<file path="config.mk">
export PLATFORM = sky130hd
export DESIGN_NAME = button_conditioner
export DESIGN_NICKNAME = d
export VERILOG_FILES = /design/src/rtl/button_conditioner.sv
export SDC_FILE = /design/constraint.sdc
export NUM_CORES = 1
export LEC_CHECK = 0
export BUFFER_PORTS_ARGS = -buffer_cell sky130_fd_sc_hd__buf_4
export CAP_MARGIN = 20
export CORE_MARGIN = 3
export CORE_UTILIZATION = 50
export CTS_BUF_LIST = sky130_fd_sc_hd__clkbuf_16
export CTS_CLUSTER_DIAMETER = 80
export DETAILED_ROUTE_END_ITERATION = 16
export PLACE_DENSITY_LB_ADDON = 0.2
export SYNTH_ARGS = -nofsm -noshare
export SYNTH_HDL_FRONTEND = slang
export SYNTH_SLANG_ARGS = --single-unit
</file>
<file path="constraint.sdc">
create_clock -name clock -period 3.2 [get_ports clock]
set_clock_uncertainty 0.15 [all_clocks]
set_input_delay 0.48 -clock clock [delete_from_list [all_inputs] [get_ports clock]]
set_output_delay 0.48 -clock clock [all_outputs]
set_load 0.02 [all_outputs]
</file>
<file path="src/rtl/button_conditioner.sv">
// Push-button front end: 2-flop synchroniser, per-button debounce FSM, clean level plus 1-cycle press/release pulses.
// Latency DEBOUNCE_LIMIT+2 clocks from raw edge to outputs; no backpressure. Define BUTTON_AUTOREPEAT_EN for held-button repeat presses.
module button_conditioner #(
    parameter int NB_BUTTON      = 4,
    parameter int NB_DEBOUNCE    = 20,
    parameter int DEBOUNCE_LIMIT = 1000000,
    parameter int REPEAT_DELAY   = 50000000,
    parameter int REPEAT_PERIOD  = 10000000
) (
    input  logic                 clock,
    input  logic                 i_reset,
    input  logic [NB_BUTTON-1:0] i_button,
    output logic [NB_BUTTON-1:0] o_level,
    output logic [NB_BUTTON-1:0] o_press,
    output logic [NB_BUTTON-1:0] o_release
);

    typedef enum logic [1:0] {
        IDLE      = 2'd0,
        WAIT_HIGH = 2'd1,
        PRESSED   = 2'd2,
        WAIT_LOW  = 2'd3
    } state_t;

    localparam logic [NB_DEBOUNCE-1:0] CNT_ONE  = NB_DEBOUNCE'(1);
    localparam logic [NB_DEBOUNCE-1:0] CNT_LAST = NB_DEBOUNCE'(DEBOUNCE_LIMIT - 1);
`ifdef BUTTON_AUTOREPEAT_EN
    // Reloading to DELAY-PERIOD makes every later repeat hit the same compare value.
    localparam logic [NB_DEBOUNCE-1:0] HOLD_FIRE  = NB_DEBOUNCE'(REPEAT_DELAY - 1);
    localparam logic [NB_DEBOUNCE-1:0] HOLD_REARM = NB_DEBOUNCE'(REPEAT_DELAY - REPEAT_PERIOD);
`endif

    if (DEBOUNCE_LIMIT < 2) begin : g_bad_limit
        $error("button_conditioner: DEBOUNCE_LIMIT must be at least 2");
    end

    logic [NB_BUTTON-1:0] sync_a;
    logic [NB_BUTTON-1:0] sync_b;

    always_ff @(posedge clock or negedge i_reset) begin
        if (!i_reset) begin
            sync_a <= '0;
            sync_b <= '0;
        end else begin
            sync_a <= i_button;
            sync_b <= sync_a;
        end
    end

    for (genvar gi = 0; gi < NB_BUTTON; gi++) begin : g_btn
        state_t                 state;
        logic [NB_DEBOUNCE-1:0] cnt;
        logic                   level_q;
        logic                   press_q;
        logic                   release_q;
        logic                   s_btn;
`ifdef BUTTON_AUTOREPEAT_EN
        logic [NB_DEBOUNCE-1:0] hold;
`endif

        assign s_btn = sync_b[gi];

        always_ff @(posedge clock or negedge i_reset) begin
            if (!i_reset) begin
                state     <= IDLE;
                cnt       <= '0;
                level_q   <= 1'b0;
                press_q   <= 1'b0;
                release_q <= 1'b0;
`ifdef BUTTON_AUTOREPEAT_EN
                hold      <= '0;
`endif
            end else begin
                press_q   <= 1'b0;
                release_q <= 1'b0;
                case (state)
                    IDLE: begin
                        if (s_btn) begin
                            state <= WAIT_HIGH;
                            cnt   <= CNT_ONE;
                        end
                    end
                    WAIT_HIGH: begin
                        if (!s_btn) begin
                            state <= IDLE;
                            cnt   <= '0;
                        end else if (cnt == CNT_LAST) begin
                            state   <= PRESSED;
                            cnt     <= '0;
                            level_q <= 1'b1;
                            press_q <= 1'b1;
`ifdef BUTTON_AUTOREPEAT_EN
                            hold    <= '0;
`endif
                        end else begin
                            cnt <= cnt + CNT_ONE;
                        end
                    end
                    PRESSED: begin
                        if (!s_btn) begin
                            state <= WAIT_LOW;
                            cnt   <= CNT_ONE;
`ifdef BUTTON_AUTOREPEAT_EN
                            hold  <= '0;
                        end else if (hold == HOLD_FIRE) begin
                            press_q <= 1'b1;
                            hold    <= HOLD_REARM;
                        end else begin
                            hold <= hold + CNT_ONE;
`endif
                        end
                    end
                    WAIT_LOW: begin
                        if (s_btn) begin
                            // Bounce during release: level stays high and no new press is issued.
                            state <= PRESSED;
                            cnt   <= '0;
`ifdef BUTTON_AUTOREPEAT_EN
                            hold  <= '0;
`endif
                        end else if (cnt == CNT_LAST) begin
                            state     <= IDLE;
                            cnt       <= '0;
                            level_q   <= 1'b0;
                            release_q <= 1'b1;
                        end else begin
                            cnt <= cnt + CNT_ONE;
                        end
                    end
                    default: begin
                        state <= IDLE;
                        cnt   <= '0;
                    end
                endcase
            end
        end

        assign o_level[gi]   = level_q;
        assign o_press[gi]   = press_q;
        assign o_release[gi] = release_q;
    end

endmodule

</file>
==> results of run 1 <==
## logic make-up (layout without fill, tap and decap cells)
logic type	Yosys count	after routing	synth area share [%]
xor gates and xnor gates	35	35	5.624
adders and majority gates	4	4	0.9183
buffers and inverters	40	49	3.995
and+or+nand+nor	247	247	23.12
muxes	4	4	0.7576
DFF	108	108	49.59
AOI/OAI and AO/OA	132	132	16.00
## layout by cell type (no fill, tap or decap), drive strengths merged, types with 2 or more instances in the layout
master / instances
nor2: 64
nand3: 46
nand3b: 2
and3: 13
xnor2: 13
xor2: 22
nand4: 15
a31oi: 35
or2: 2
nor3: 13
clkbuf: 9
a41oi: 10
a21o: 7
o21ai: 20
mux2i: 3
nor4: 9
inv: 14
and2: 2
a221o: 2
or2b: 2
or4: 4
a22o: 10
or3: 3
a21oi: 32
buf: 21
dfrtp: 108
nand2b: 8
and4b: 2
clkinvlp: 2
nor3b: 3
ha: 4
a2bb2oi: 2
and4: 5
nand2: 50
## metrics by stage
step	instances	worst slack [ns]	power, mW	util (%)
6_report	715	0.5337	3.102	56.64
5_1_grt	715	0.3132	3.284	56.64
4_1_cts	714	0.6018	3.132	56.49
3_5_place_dp	697	0.6287	2.025	53.66
3_3_place_gp	697	0.7264	2.000	53.66
2_1_floorplan	570	1.062	1.894	-
## layout make-up
class	instances	area (sq um)	area share (%)
Clock buffer	9	225.2	3.801
Clock inverter	7	61.31	1.035
Inverter	11	41.29	0.6968
Multi-Input combinational cell	422	2537	42.82
Sequential cell	108	2703	45.61
Tap cell	136	170.2	2.872
Timing Repair Buffer	22	187.7	3.167
## layer usage
layer | wire, um | up-vias
met4 | 136 | 0
met3 | 413 | 12
met1 | 5169 | 2071
li1 | - | 2094
met2 | 5177 | 90
met5 | 0 | -
## sequential cells by signal (all words and copies together) (netlist names), named ones only
register / count
g_btn.cnt: 80
sync_b: 4
sync_a: 4
g_btn.state: 4
g_btn.level_q: 4
g_btn.release_q: 4
g_btn.press_q: 4
## worst max-delay path by stage
| stage | start | endpoint | slack (ns) | cells past startpoint |
|---|---|---|---|---|
| 6_report | g_btn[3].cnt[0] | g_btn[3].cnt[3] | 0.53 | 7 |
| 5_1_grt | g_btn[3].cnt[0] | g_btn[3].cnt[3] | 0.31 | 7 |
| 4_1_cts | g_btn[3].cnt[0] | g_btn[3].cnt[10] | 0.60 | 7 |
| 3_5_place_dp | g_btn[3].cnt[0] | g_btn[3].cnt[10] | 0.63 | 7 |
| 3_3_place_gp | g_btn[0].cnt[0] | register | 0.73 | 6 |
| 2_1_floorplan | g_btn[2].cnt[3] | g_btn[2].cnt[3] | 1.06 | 7 |
## power breakdown
group,switching (mW),total (mW),internal [mW]
registers,0.124,1.57,1.45
clock network,0.484,1.08,0.597
logic,0.278,0.448,0.170
total,0.887,3.10,2.22
## what timing repair did
action / 4_1_cts / 5_1_grt
hold buffers: 1 / 0
endpoints found under the hold margin: 34 / 0
setup buffers: 0 / 0
==> results by group, run 1 <==
Outcome
  • Status: complete, no violations

Place
  • Final Wtd Congestion: 0.8279
  • I/O Buffers: 17
  • DP Wirelength: 7.242 mm
  • DP Area: 0.005614 sq mm

Floorplan
  • Chip height: 110.4 um
  • Io pins: 18
  • Starting Density: 52.09%
  • Die W: 110.4 um
  • # rows: 37
  • Total Die Area: 0.01219 sq mm
  • CORE AREA: 0.01046 sq mm

Detailed routing
  • Violation count after the first detailed-route iteration: 276
  • Via count: 4267
  • DR WL/cell: 15.24 um
  • Total wire length: 10.90 mm
  • Final ANT Viol Nets: 0
  • TritonRoute pass-1 iters: 4
  • Drt via density: 5.968
  • # DRC: 0

GRT
  • Vias in the first global route: 4186
  • Gr busiest metal: met2
  • Met1 usage: 25.72%
  • First-pass GRT wire length: 19.49 mm
  • M3 GR Usage: 4.712%
  • Tot GR Track Use: 18.80%
  • Grt ovf: 0
  • Met2 Usage GRT: 29.05%
  • Pin count of the biggest net entering global routing: 75
  • Initial antenna violation count: 0

Timing
  • Worst hold slack: 0.08644 ns
  • RSZ-0062 raised after global routing: false
  • Achievable frequency: 375.1 MHz
  • Post-Route Setup TNS: 0 ns
  • Least-Margin Pin Slew: 0.8918 ns
  • Fin. max-slew vios: 0
  • Final period util: 83.32%
  • Final setup viols: 0
  • Final Hold Viols: 0
  • Max-slew headroom: 40.00%
  • Min Tclk post-route: 2.666 ns

Clock network
  • H-tree depth: 3
  • Worst-Skew Late Latency: 0.35 ns
  • Root Driver: clkbuf_16
  • CTS tree: done
  • Post-CTS resize count: 0
  • Num CTS Buffers: 9
  • Bufs on Longest Clock Path: 2
  • Reg clk slew, reported paths: 0.07 ns
  • CTS sink count: 108

Worst setup path
  • Crit Path Class: reg -> reg
  • Crit-path cells: ha_1 > nand3_1 > nor4_1 > a21oi_1 > nor2_1 > buf_4 > nor2_1
  • Critical R2R Capture: g_btn[3].cnt[3]
  • Critical Path End Type: register
  • Req. time, crit path: 3.28 ns
  • Flop2flop setup slack: 0.53 ns
  • R2R cell count: 7
  • Worst Path Arrival: 2.75 ns
  • FF-to-FF Start: g_btn[3].cnt[0]
  • Cell mode on critical path: nor2_1
  • Critical-path top delay cell: nor4_1
  • Buf/Inv on CP: 1
  • Critical Path Start Type: register
  • Max FO, Critical Path: 13
  • CP delay by family, top: simple AND/OR/NAND/NOR gates
  • CP peak stage delay: 0.64 ns

Logic synthesis
  • Count leader, synth: dfrtp_1
  • Avg Inst Size Synth: 9.562 sq um
  • Synth top area share: 49.59%
  • Seq/Total Area, Yosys: 49.59%
  • Synth Cell Area: 0.005450 sq mm
  • Number of synthesized register bits: 108
  • EDFF count, synth: 0
  • Syn Nets: 580
  • Synth warnings: 0
  • Commonest cells post-synth: 108 x dfrtp_1, 63 x nor2_1, 50 x nand2_1
  • Main synth FF type: dfrtp_1
  • Unique masters post-synth: 61
  • Cells after Synth: 570
  • Post-synth ARST share: 100.0%
  • Post-synth top area cell: dfrtp_1
  • Area contributors post-synth: dfrtp_1 50%, nor2_1 4.3%, nand3_1 4.2%, a31oi_1 4.0%, xor2_1 3.5%

Power and ir drop
  • Power density over cell area: 523.5 mW/mm^2
  • Peak VDD IR: 422.2 uV
  • Leak: 2.515 nW

Layout
  • ANT cells: 0
  • Layout filler cell count: 967
  • Nets: 584
  • Post-route cell area: 0.005926 sq mm
  • Syn-to-layout area delta: 8.724%
  • Fraction of layout cells with a size suffix above 1: 8.117%

Min path
  • Worst Hold Endpoint: sync_a[2]
  • Hold Startpoint: i_button[2]
  • Worst min-delay path class: in -> reg
  • Worst Hold Path Cells: 1

Job
  • Max Cap Violations: 0
No activity file was read; power rests on OpenSTA's default activity.
==> run 2: changes to the inputs <==
Clock period 3.2 ns to 2.8 ns, I/O delays scaled along.
==> run 2 against run 1 <==
Flip-flop and latch count did not move. Utilization about the same. Sequential share of layout area barely moved. Combinational power rose by 11%. Clock-buffer cell count unchanged. Wire length shrank 1.7%. Clock power grew 5%. Die area unchanged. Non-clock buffer count up 5. Largest cell class unchanged. Largest power group unchanged. Highest routed layer unchanged.
==> results by group, run 2 (same netlist as run 1, synthesis figures left out) <==
GRT
  • First-pass GRT wire length: 18.93 mm (-2.9%)
  • Grt ovf: 0 (unchanged)
  • Pin count of the biggest net entering global routing: 56 (-25%)
  • Tot GR Track Use: 18.25% (-0.55 points)
  • Initial antenna violation count: 0 (unchanged)
  • Vias in the first global route: 4112 (-1.8%)

Layout
  • Fraction of layout cells with a size suffix above 1: 9.091% (+0.97 points)
  • Nets: 589 (+0.86%)
  • Multi-input gate area: 0.002537 sq mm (unchanged)
  • FF/Latch Area: 0.002703 sq mm (unchanged)
  • Commonest non-fill, non-tap cell in the layout: dfrtp_1
  • Most flops, register: g_btn.cnt
  • Layout filler cell count: 929 (-3.9%)
  • Syn-to-layout area delta: 8.770% (about the same)
  • Largest register FFs: 80 (unchanged)
  • ANT cells: 0 (unchanged)
  • Commonest cells after routing, fill and taps aside: 108 x dfrtp_1, 63 x nor2_1, 50 x nand2_1

Clock network
  • Num CTS Buffers: 9 (unchanged)
  • Bufs on Longest Clock Path: 2 (unchanged)
  • Post-CTS resize count: 0 (unchanged)
  • H-tree depth: 3 (unchanged)
  • CTS sink count: 108 (unchanged)
  • Reg clk slew, reported paths: 0.07 ns (about the same)
  • Post-CTS Setup Inserts: 0 (unchanged)
  • Root Driver: clkbuf_16
  • Worst-Skew Late Latency: 0.34 ns (about the same)
  • Cts hold-fix bufs: 1 (unchanged)
  • CTS tree: done

Timing
  • Post-Route Setup TNS: 0 ns (unchanged)
  • Least-Margin Pin Slew: 0.9426 ns (+0.05075 ns)
  • Final period util: 88.05% (+4.7 points)
  • Fin. max-slew vios: 0 (unchanged)
  • Final setup viols: 0 (unchanged)
  • Achievable frequency: 405.6 MHz (+8.2%)
  • RSZ-0062 raised after global routing: false
  • Max-slew headroom: 37.16% (-2.8 points)
  • Min Tclk post-route: 2.465 ns (-0.2010 ns)
  • Final Hold Viols: 0 (unchanged)

Min path
  • Worst min-delay path class: in -> reg

Job
  • Max Cap Violations: 0 (unchanged)

Detailed routing
  • Drt via density: 5.937 (-0.51%)
  • Violation count after the first detailed-route iteration: 257 (-6.9%)
  • Via count: 4269 (+0.047%)
  • TritonRoute pass-1 iters: 4 (unchanged)
  • DR WL/cell: 14.90 um (-2.2%)
  • Final ANT Viol Nets: 0 (unchanged)
  • Total wire length: 10.71 mm (-1.7%)
  • # DRC: 0 (unchanged)

Power and ir drop
  • Peak VDD IR: 405.3 uV (-4.0%)
  • Final Power: 3.427 mW (+10%)
  • Leak: 2.523 nW (+0.31%)
  • Power density over cell area: 578.1 mW/mm^2 (+10%)

Worst setup path
  • Crit-path cells: ha_1 > nand2_1 > or3_1 > o311a_1 > a41oi_1 > a31oi_1
  • CP peak stage delay: 0.59 ns (-0.05 ns)
  • Crit Path Class: reg -> reg
  • Critical Path End Type: register
  • Req. time, crit path: 2.86 ns (-0.42 ns)
  • Worst Path Arrival: 2.53 ns (-0.22 ns)
  • Critical Path Start Type: register
  • Critical-path top delay cell: o311a_1
  • Max FO, Critical Path: 22 (+9)

Place
  • Final Wtd Congestion: 0.8736 (+5.5%)
  • DP Wirelength: 7.280 mm (+0.52%)
  • I/O Buffers: 17 (unchanged)

Floorplan
  • Total Die Area: 0.01219 sq mm (unchanged)
  • Starting Density: 52.09% (unchanged)
  • Io pins: 18 (unchanged)
  • Die W: 110.4 um (unchanged)
  • # rows: 37 (unchanged)
  • CORE AREA: 0.01046 sq mm (unchanged)
  • Chip height: 110.4 um (unchanged)

Outcome
  • Status: complete, no violations
[run 2: worst paths after layout]
kind                                 startpoint               end  slack, ns  cells past startpoint
worst max-delay path            g_btn[2].cnt[1]   g_btn[2].cnt[4]       0.33                      6
worst min-delay path                i_button[1]         sync_a[1]       0.03                      1
worst max register to register  g_btn[2].cnt[1]   g_btn[2].cnt[4]       0.33                      6
worst min register to register        sync_a[1]         sync_b[1]       0.20                      0
max in group asynchronous               i_reset  g_btn[1].cnt[17]       1.28                      3
min in group asynchronous               i_reset  g_btn[2].level_q       0.50                      2
[run 2: area by class of cell]
class                      instances  area share, %
timing repair buffer              27          3.672
sequential                       108          45.59
inverter                          11         0.6965
clock inverter                     6         0.5699
clock buffer                       9          3.799
multi-input combinational        422          42.80
tap                              136          2.870
[run 2: per-stage QoR]
step	cells	setup WS, ns	hold WS, ns	area (sq um)	util (%)
2_1_floorplan	570	0.6617	-0.02559	5450	-
3_3_place_gp	703	0.4323	0.1826	5659	54.09
3_5_place_dp	703	0.3591	0.1872	5659	54.09
4_1_cts	719	0.3608	0.01478	5928	56.66
5_1_grt	719	0.1160	0.01235	5928	56.66
6_report	719	0.3347	0.02792	5928	56.66
[run 2: power by group]
part           switching (mW)  leakage [nW]  internal, mW
Sequential              0.143          1.46          1.66
Combinational           0.312         0.933         0.185
Clock                   0.541         0.128         0.590
Total                   0.997          2.52          2.43
[run 2: worst max-delay path, delay by kind of cell (launching register included)]
kind / cells / cell delay (ns)
DFF: 1 / 0.40
and+or+nand+nor: 2 / 0.52
adders and majority gates: 1 / 0.26
AOI/OAI and AO/OA: 3 / 1.00
[run 2: per-layer routing]
layer | vias up | wire [um] | track usage [%] | part of all wire, %
li1 | 2100 | - | - | -
met3 | 8 | 388 | 4.658 | 3.6
met2 | 78 | 5091 | 29.69 | 48
met1 | 2083 | 5142 | 24.01 | 48
met4 | 0 | 91 | 5.747 | 0.85
met5 | - | 0 | 0 | 0
==> run 3: changes to the inputs <==
Settings changed: ABC_AREA set to 1, SLEW_MARGIN set to 20.
==> run 3 against run 2 <==
Sequential share of layout area fell by 6.4 points. Final area rose by 16%. First-iteration DRC count rose by 87%. Critical path type unchanged. Largest cell class is now multi-input gates.
==> results by group, run 3 <==
Outcome
  • Status: complete, no violations

Timing
  • Worst hold slack: 0.02796 ns (+0.00003740 ns)
  • Final period util: 71.86% (-16 points)
  • Achievable frequency: 497.0 MHz (+23%)
  • Fin. max-slew vios: 0 (unchanged)
  • Post-route setup slack: 0.7880 ns (+0.4533 ns)
  • Post-Route Setup TNS: 0 ns (unchanged)
  • Max-slew headroom: 60.73% (+24 points)
  • RSZ-0062 raised after global routing: false
  • Min Tclk post-route: 2.012 ns (-0.4533 ns)
  • Final setup viols: 0 (unchanged)
  • Least-Margin Pin Slew: 0.5891 ns (-0.3535 ns)
  • Final Hold Viols: 0 (unchanged)

Logic synthesis
  • EDFF count, synth: 0 (unchanged)
  • Main synth FF type: dfrtp_1
  • Seq/Total Area, Yosys: 42.73% (-6.9 points)
  • Simple-gate portion of the synthesized area: 36.87% (+14 points)
  • Count leader, synth: nand2_1
  • Synth top area share: 42.73% (-6.9 points)
  • Compound-Gate Fraction of Synth Area: 4.530% (-11 points)
  • Xor and xnor area share after synthesis: 5.519% (-0.11 points)
  • Synth Cell Area: 0.006325 sq mm (+16%)
  • Commonest cells post-synth: 195 x nand2_1, 114 x inv_1, 108 x dfrtp_1
  • Post-synth ARST share: 100.0% (unchanged)
  • Area share of fa/ha/maj cells after synthesis: 0.7913% (-0.13 points)
  • Largest family of logic cells by synthesized area: simple AND/OR/NAND/NOR gates
  • Synth warnings: 0 (unchanged)
  • Avg Inst Size Synth: 7.676 sq um (-20%)
  • Cells after Synth: 824 (+45%)
  • Unique masters post-synth: 46 (-25%)
  • Number of synthesized register bits: 108 (unchanged)
  • Syn Nets: 834 (+44%)
  • Post-synth top area cell: dfrtp_1
  • Multiplexer share of the synthesized area: 0.1583% (-0.60 points)
  • Area contributors post-synth: dfrtp_1 43%, nand2_1 12%, inv_1 6.8%, nand3_1 5.9%, nor2_1 5.3%

Layout
  • Nets: 849 (+44%)
  • Commonest cells after routing, fill and taps aside: 195 x nand2_1, 114 x inv_1, 108 x dfrtp_1
  • Largest register FFs: 80 (unchanged)
  • ANT cells: 0 (unchanged)
  • Most flops, register: g_btn.cnt
  • Layout filler cell count: 1122 (+21%)
  • Syn-to-layout area delta: 8.981%
  • Fraction of layout cells with a size suffix above 1: 11.27% (+2.2 points)
  • FF/Latch Area: 0.002703 sq mm (unchanged)
  • Multi-input gate area: 0.003028 sq mm (+19%)
  • Commonest non-fill, non-tap cell in the layout: nand2_1

Worst setup path
  • Flop2flop setup slack: 0.79 ns (+0.45 ns)
  • Critical-path top delay cell: dfrtp_1
  • Crit-path cells: ha_1 > nand3_2 > nor3_4 > nand3_1 > nand2_2 > inv_1 > nand3_1 > nand2_1
  • Max FO, Critical Path: 14 (-36%)
  • Req. time, crit path: 2.89 ns (+0.03 ns)
  • Worst Path Arrival: 2.11 ns (-0.42 ns)
  • Critical Path End Type: register
  • Buf/Inv on CP: 1 (+1)
  • CP delay by family, top: simple AND/OR/NAND/NOR gates
  • Cell mode on critical path: nand3_1
  • Crit Path Class: reg -> reg
  • R2R cell count: 8 (+2)
  • Critical R2R Capture: g_btn[0].cnt[9]
  • Worst path depth: 8 (+2)
  • Critical Path Start Type: register
  • Critical Path End: g_btn[0].cnt[9]
  • CP peak stage delay: 0.38 ns (-0.21 ns)
  • CP startpoint: g_btn[0].cnt[0]
  • FF-to-FF Start: g_btn[0].cnt[0]

Clock network
  • H-tree depth: 3 (unchanged)
  • Root Driver: clkbuf_16
  • Cts hold-fix bufs: 1 (unchanged)
  • CTS tree: done
  • Worst-Skew Late Latency: 0.35 ns (about the same)
  • CTS sink count: 108 (unchanged)
  • Bufs on Longest Clock Path: 2 (unchanged)
  • Reg clk slew, reported paths: 0.07 ns (about the same)
  • Post-CTS resize count: 0 (unchanged)
  • Post-CTS Setup Inserts: 0 (unchanged)
  • Num CTS Buffers: 9 (unchanged)

GRT
  • First-pass GRT wire length: 23.21 mm (+23%)
  • Pin count of the biggest net entering global routing: 47 (-16%)
  • Initial antenna violation count: 0 (unchanged)
  • Grt ovf: 0 (unchanged)
  • Tot GR Track Use: 19.82% (+1.6 points)
  • Vias in the first global route: 4970 (+21%)

Floorplan
  • Total Die Area: 0.01404 sq mm (+15%)
  • CORE AREA: 0.01221 sq mm (+17%)
  • Die W: 118.5 um (+7.3%)
  • # rows: 40 (+8.1%)
  • Io pins: 18 (unchanged)
  • Starting Density: 51.79% (-0.30 points)
  • Chip height: 118.5 um (+7.3%)

Place
  • Final Wtd Congestion: 0.9583 (+9.7%)
  • DP Wirelength: 9.577 mm (+32%)
  • Worst slack at placement: 0.7962 ns (+0.4371 ns)
  • I/O Buffers: 17 (unchanged)

Job
  • Max Cap Violations: 0 (unchanged)

Detailed routing
  • # DRC: 0 (unchanged)
  • DR WL/cell: 12.92 um (-13%)
  • Violation count after the first detailed-route iteration: 480 (+87%)
  • Via count: 5253 (+23%)
  • Total wire length: 13.06 mm (+22%)
  • Final ANT Viol Nets: 0 (unchanged)
  • TritonRoute pass-1 iters: 5 (+1)
  • Drt via density: 5.196 (-12%)

Power and ir drop
  • Peak VDD IR: 322.3 uV (-20%)
  • Leak: 3.238 nW (+28%)
  • Power density over cell area: 488.1 mW/mm^2 (-16%)

Min path
  • Worst Hold Path Cells: 1 (unchanged)
  • Worst min-delay path class: in -> reg
run 3: changes by cell type after synthesis, moves of 18 or more:
cell | before | now
nor3_1 | 12 | 30
nand2_1 | 50 | 195
nand3_1 | 46 | 75
a31oi_1 | 35 | 2
a21oi_1 | 31 | 9
nor2_1 | 63 | 90
inv_1 | 11 | 114
run 3: kinds of logic after synthesis:
logic type      Yosys count
compound gates           52
xor+xnor                 39
fa+ha+maj                 4
buf+inv                 139
flops                   108
mux                       1
simple gates            481
run 3: worst min path at each step:
stage	from	end
floorplan	i_reset	async pin
global placement	sync_a[0]	sync_b[0]
detailed placement	sync_a[2]	sync_b[2]
CTS	i_button[1]	sync_a[1]
global route	i_button[2]	sync_a[2]
finish	i_button[0]	sync_a[0]
run 3: final cells by class:
| cell class | instances | area share [%] |
|---|---|---|
| multi-input combinational | 577 | 43.93 |
| sequential | 108 | 39.21 |
| inverter | 121 | 6.734 |
| clock buffer | 9 | 3.267 |
| tap | 168 | 3.050 |
| timing repair buffer | 22 | 2.650 |
| clock inverter | 6 | 1.162 |
run 3: per-stage QoR:
stage / cells / util, % / area (sq um) / power, mW
6_report: 1011 / 56.44 / 6893 / 3.365
5_1_grt: 1011 / 56.44 / 6893 / 3.530
4_1_cts: 1010 / 56.36 / 6883 / 3.399
3_5_place_dp: 994 / 53.78 / 6568 / 2.059
3_3_place_gp: 994 / 53.78 / 6568 / 2.047
2_1_floorplan: 824 / - / 6325 / 1.942
run 3: layer usage:
layer	global-route usage (%)	up-vias	routed length (um)
met5	0	-	0
met4	5.720	0	177
met3	4.833	15	495
met2	31.76	111	6101
met1	26.88	2480	6284
li1	-	2647	-
run 3: power breakdown:
group | total [mW] | internal, mW | switching, mW
Sequential | 1.67 | 1.61 | 0.0588
Combinational | 0.361 | 0.107 | 0.254
Clock | 1.33 | 0.771 | 0.562
Total | 3.36 | 2.49 | 0.875
